## src/rtl/issue_fifo_pkg.sv

```systemverilog
// Shared types and constants for the fetch -> issue instruction queue.
// Optional build macro: ISSUE_FIFO_BYPASS_EN (same-cycle write-to-read bypass).
package issue_fifo_pkg;

  localparam int FETCH_WIDTH = 2;
  localparam int ISSUE_WIDTH = 2;

  typedef struct packed {
    logic [31:0] pc;
    logic [31:0] inst;
  } fetch_entry_t;

  // Number of valid fetch slots this cycle (0..2).
  function automatic logic [1:0] slot_count(input logic slot0, input logic slot1);
    return {1'b0, slot0} + {1'b0, slot1};
  endfunction

endpackage

```

## src/rtl/issue_fifo_ptr.sv

```systemverilog
// Pointer, occupancy and flag logic for issue_fifo.
// Optional build macro: ISSUE_FIFO_BYPASS_EN -- pops and empty flags also
// see the entries being written this cycle.
module issue_fifo_ptr
  import issue_fifo_pkg::*;
#(
  parameter int DEPTH = 16,
  localparam int AW = $clog2(DEPTH)
) (
  input  logic          clk,
  input  logic          resetn,
  input  logic          flush,
  input  logic          write_en0,
  input  logic          write_en1,
  input  logic          read_en_master,
  input  logic          read_en_slave,
  output logic [AW-1:0] head,
  output logic [AW-1:0] tail,
  output logic [AW:0]   count,
  output logic [1:0]    wr_num,
  output logic [1:0]    rd_num,
  output logic          fifo_empty,
  output logic          fifo_almost_empty,
  output logic          fifo_full
);

  logic [1:0] rd_req;
  logic [AW:0] avail;

  // Compaction, clamped pop count and flag decode.
  // NOTE: every always_comb output gets a default first so no path can infer a latch.
  always_comb begin
    fifo_full = count > (AW + 1)'(DEPTH - 2);
    wr_num    = (flush || fifo_full) ? 2'd0 : slot_count(write_en0, write_en1);
    rd_req    = read_en_master ? (read_en_slave ? 2'd2 : 2'd1) : 2'd0;
`ifdef ISSUE_FIFO_BYPASS_EN
    avail     = count + (AW + 1)'(wr_num);
`else
    avail     = count;
`endif
    rd_num    = (avail < (AW + 1)'(rd_req)) ? avail[1:0] : rd_req;
    fifo_empty        = (avail == '0);
    fifo_almost_empty = (avail == (AW + 1)'(1));
  end

  // Pointer and occupancy update; flush beats any same-cycle read or write.
  // NOTE: sequential state uses non-blocking assignments so every register samples pre-edge values.
  always_ff @(posedge clk or negedge resetn) begin
    if (!resetn) begin
      head  <= '0;
      tail  <= '0;
      count <= '0;
    end else if (flush) begin
      head  <= '0;
      tail  <= '0;
      count <= '0;
    end else begin
      head  <= head + AW'(rd_num);
      tail  <= tail + AW'(wr_num);
      count <= count + (AW + 1)'(wr_num) - (AW + 1)'(rd_num);
    end
  end

  // Report upstream protocol slips: popping more than is held, writing while full.
  always_ff @(posedge clk) begin
    if (resetn && !flush) begin
      assert ((AW + 1)'(rd_req) <= avail)
        else $warning("issue_fifo: over-pop clamped (req=%0d avail=%0d)", rd_req, avail);
      assert (!(fifo_full && (write_en0 || write_en1)))
        else $warning("issue_fifo: write dropped while full");
    end
  end

endmodule

```

## src/rtl/issue_fifo.sv

```systemverilog
// Dual-write, dual-read instruction queue between fetch and decode/issue.
// Optional build macro: ISSUE_FIFO_BYPASS_EN -- while fewer than two entries
// are held, incoming writes appear on the read ports in the same cycle.
module issue_fifo
  import issue_fifo_pkg::*;
#(
  parameter int DEPTH = 16
) (
  input  logic        clk,
  input  logic        resetn,
  input  logic        flush,
  input  logic        write_en0,
  input  logic        write_en1,
  input  logic [31:0] write_pc0,
  input  logic [31:0] write_pc1,
  input  logic [31:0] write_inst0,
  input  logic [31:0] write_inst1,
  input  logic        read_en_master,
  input  logic        read_en_slave,
  output logic [31:0] master_pc,
  output logic [31:0] master_inst,
  output logic [31:0] slave_pc,
  output logic [31:0] slave_inst,
  output logic        fifo_empty,
  output logic        fifo_almost_empty,
  output logic        fifo_full
);

  localparam int AW = $clog2(DEPTH);

  logic [AW-1:0] head, tail, head_p1, tail_p1;
  logic [AW:0]   count;
  logic [1:0]    wr_num, rd_num;
  fetch_entry_t  mem [DEPTH];
  fetch_entry_t  wr_entry0, wr_entry1, master_e, slave_e;

  issue_fifo_ptr #(.DEPTH(DEPTH)) u_ptr (
    .clk               (clk),
    .resetn            (resetn),
    .flush             (flush),
    .write_en0         (write_en0),
    .write_en1         (write_en1),
    .read_en_master    (read_en_master),
    .read_en_slave     (read_en_slave),
    .head              (head),
    .tail              (tail),
    .count             (count),
    .wr_num            (wr_num),
    .rd_num            (rd_num),
    .fifo_empty        (fifo_empty),
    .fifo_almost_empty (fifo_almost_empty),
    .fifo_full         (fifo_full)
  );

  // Compact the fetch slots so the oldest valid slot always lands at tail.
  always_comb begin
    wr_entry0 = write_en0 ? fetch_entry_t'{write_pc0, write_inst0}
                          : fetch_entry_t'{write_pc1, write_inst1};
    wr_entry1 = fetch_entry_t'{write_pc1, write_inst1};
    head_p1   = head + AW'(1);
    tail_p1   = tail + AW'(1);
  end

  // Entry storage; entries popped by bypass in the same cycle are written but
  // immediately skipped by head, which is equivalent to never enqueuing them.
  // NOTE: storage has no reset; count gates every read, so stale contents are never visible.
  always_ff @(posedge clk) begin
    if (wr_num != 2'd0) mem[tail]    <= wr_entry0;
    if (wr_num == 2'd2) mem[tail_p1] <= wr_entry1;
  end

  // Read mux at head / head+1, zeroed where no valid entry exists.
  always_comb begin
    master_e = '0;
    slave_e  = '0;
    if (count != '0)                 master_e = mem[head];
    if (count >= (AW + 1)'(2))       slave_e  = mem[head_p1];
`ifdef ISSUE_FIFO_BYPASS_EN
    if (count == '0) begin
      if (wr_num != 2'd0)            master_e = wr_entry0;
      if (wr_num == 2'd2)            slave_e  = wr_entry1;
    end else if (count == (AW + 1)'(1)) begin
      if (wr_num != 2'd0)            slave_e  = wr_entry0;
    end
`endif
  end

  assign master_pc   = master_e.pc;
  assign master_inst = master_e.inst;
  assign slave_pc    = slave_e.pc;
  assign slave_inst  = slave_e.inst;

endmodule

```

## config.mk

```make
export PLATFORM = sky130hd
export DESIGN_NAME = issue_fifo
export DESIGN_NICKNAME = d
export VERILOG_FILES = /design/src/rtl/issue_fifo_pkg.sv /design/src/rtl/issue_fifo_ptr.sv /design/src/rtl/issue_fifo.sv
export SDC_FILE = /design/constraint.sdc
export NUM_CORES = 2
export LEC_CHECK = 0
export ABC_AREA = 1
export CAP_MARGIN = 10
export CORE_MARGIN = 2
export CORE_UTILIZATION = 45
export DETAILED_ROUTE_END_ITERATION = 8
export HOLD_SLACK_MARGIN = 0.12
export SYNTH_ARGS = -nofsm -noshare
export SYNTH_HDL_FRONTEND = slang
export SYNTH_HIERARCHICAL = 1
export SYNTH_SLANG_ARGS = --single-unit
```

## constraint.sdc

```tcl
create_clock -name clk -period 11.77 [get_ports clk]
set_input_delay 1.177 -clock clk [delete_from_list [all_inputs] [get_ports clk]]
set_output_delay 1.177 -clock clk [all_outputs]
set_load 0.05 [all_outputs]
```

==> reports/qor.yml <==
clkSinkCount: 1037
crit_fanout: 125
ys.warnings.count: 6
rsz0062_at_grt: "no"
initialDrtViolationCount: 9524
grt_usage_pct: 33.30
relSlewSlack_pct: 9.827
grt_antenna_before_repair: 3
cts_setup_buffers: 0
route.detailed.drc: 0
drt-wirelength-per-cell_microns: 23.45
die_y_microns: 388.6
crit_type: "reg -> out"
post-dp-hpwl_mm: 138.7
n_antenna_cell: 0
slowest_delay_ps: 1030
holdBufCountCts: 0
dpl_worst_slack_ps: 5207
drv_cap: 0
num_vias: 64010
io-pin-count: 266
cts_tree: "yes"
grt_pass1_wl_mm: 379.7
post_synth.cell_area_avg_sq_um: 7.183
grt_pass1_vias: 58410
cts-resized-gates: 0
ctsRootBufferMaster: "clkbuf_16"
timing.rr.start: "u_ptr/count[2]"
dieArea_sq_mm: 0.1510
slew_viol_final: 0
routed_wl_mm: 257.7
clk_latency_ps: 760
fp-row-count: 141
routabilityCongestion: 0.8607
grt_start_max_net_pins: 247
finClkSkew_ps: 24.81
crit_path_start_kind: "register"
area_growth_pct: 9.778
path_clk_slew_ps: 60
cp.arrival_ps: 6400
synth_fp_nets: 9423
min-delay-start: "u_ptr/tail[2]"
tightest_slew_ps: 1353
leakage_uw: 0.03282
drtPass1Iterations: 7
cp_cell_sequence: "buf_12 > nand3_1 > xor2_4 > inv_4 > buf_4 > nand2_1 > nor2_1 > nor2_1 > clkdlybuf4s50_1"
fmax_mhz: 132.1
netlist_area_sq_mm: 0.06658
endpoint_kind: "output port"
fin_util_pct: 49.61
finalCriticalPeriod_ps: 7572
overflow: 0
p_per_area_mw_per_mm2: 213.5
period_share_pct: 64.34
fin_nets: 9117
floorplan.initialDensity_pct: 45.20
setup_tns_ps: 0
ir_drop_mv: 0.2235
finalHoldViolCount: 0
cts.htree.levels: 3
crit_top_cell: "nor2_1"
core_sq_mm: 0.1473
setup_violations: 0
cts_buffers: 121
dieWidth_microns: 388.6
via_per_inst: 5.824
hp-class: "reg -> reg"
worstPathRequired_ps: 10590
synthCells: 9269
ant_nets: 0
n_fill_cell: 14200
startpoint: "u_ptr/head[1]"
crit_slowest_cell: "xor2_4"
drive_above_1_share_pct: 3.917
portBuffers: 265
setup_ws_ps: 4198
clockBufferDepth: 3
status: "finished, final reports clean"
[flip-flops by register name, summed over array words and instances, names as in the netlist]
register	count
mem	1024
u_ptr/count	5
u_ptr/head	4
u_ptr/tail	4
[worst paths after layout]
check | to | slack [ps] | depth (start not counted)
setup / recovery | slave_inst[31] | 4200 | 9
hold / removal | u_ptr/tail[2] | 660 | 1
setup reg to reg | mem[6][24] | 6390 | 10
hold reg to reg | u_ptr/tail[2] | 660 | 1
max in group asynchronous | u_ptr/head[1] | 10350 | 1
min in group asynchronous | u_ptr/count[4] | 860 | 1
[cell type report]
cell class                      count  area [sq um]  area share (%)
Clock buffer                      166          3239           4.432
Inverter                         1124          4254           5.821
Tap cell                         1930          2415           3.304
Clock inverter                     56         357.8          0.4896
Sequential cell                  1037         31090           42.54
Multi-Input combinational cell   6302         28160           38.53
Timing Repair Buffer              377          3570           4.884
[layout by cell type (no fill, tap or decap), types with 6 or more instances in the layout]
cell type / count
a21oi_1: 135
buf_12: 6
buf_4: 106
clkbuf_1: 43
clkbuf_16: 123
clkdlybuf4s50_1: 264
clkinv_1: 25
clkinv_2: 20
dfrtp_1: 9
edfxtp_1: 1024
ha_1: 16
inv_1: 1116
nand2_1: 3168
nand2_4: 26
nand3_1: 1790
nor2_1: 30
nor2_2: 6
o21ai_0: 955
o21ai_1: 117
o21ai_2: 24
[through the flow]
stage                     area (sq um)  hold slack [ps]  instances  power, uW
final                            73090            657.9      10990      15610
after global routing             73090            702.8      10990      16200
after CTS                        73050            649.0      10990      15470
after detailed placement         69450            640.7      10770      11930
after global placement           69450            636.3      10770      11890
after floorplan                  66580            546.7       9269       9369
[power breakdown]
group          switching (uW)  internal (uW)  total (uW)
clock                    1640           1950        3590
sequential               64.1           4210        4270
combinational            5640           2110        7750
total                    7340           8270       15600
[critical path, delay by kind of cell (launching register included)]
kind	cells	cell delay, ps
buffers and inverters	4	2730
DFF	1	710
xor gates and xnor gates	1	1030
and+or+nand+nor	4	1000
[per-layer routing]
layer | share of wire, % | track usage (%) | vias up
met5 | 0.0035 | 0 | -
met4 | 4.6 | 14.91 | 2
met3 | 11 | 4.929 | 598
met2 | 45 | 52.54 | 3966
met1 | 40 | 45.39 | 29880
li1 | - | - | 29560
Note: power is estimated with default switching activity, not from simulation.
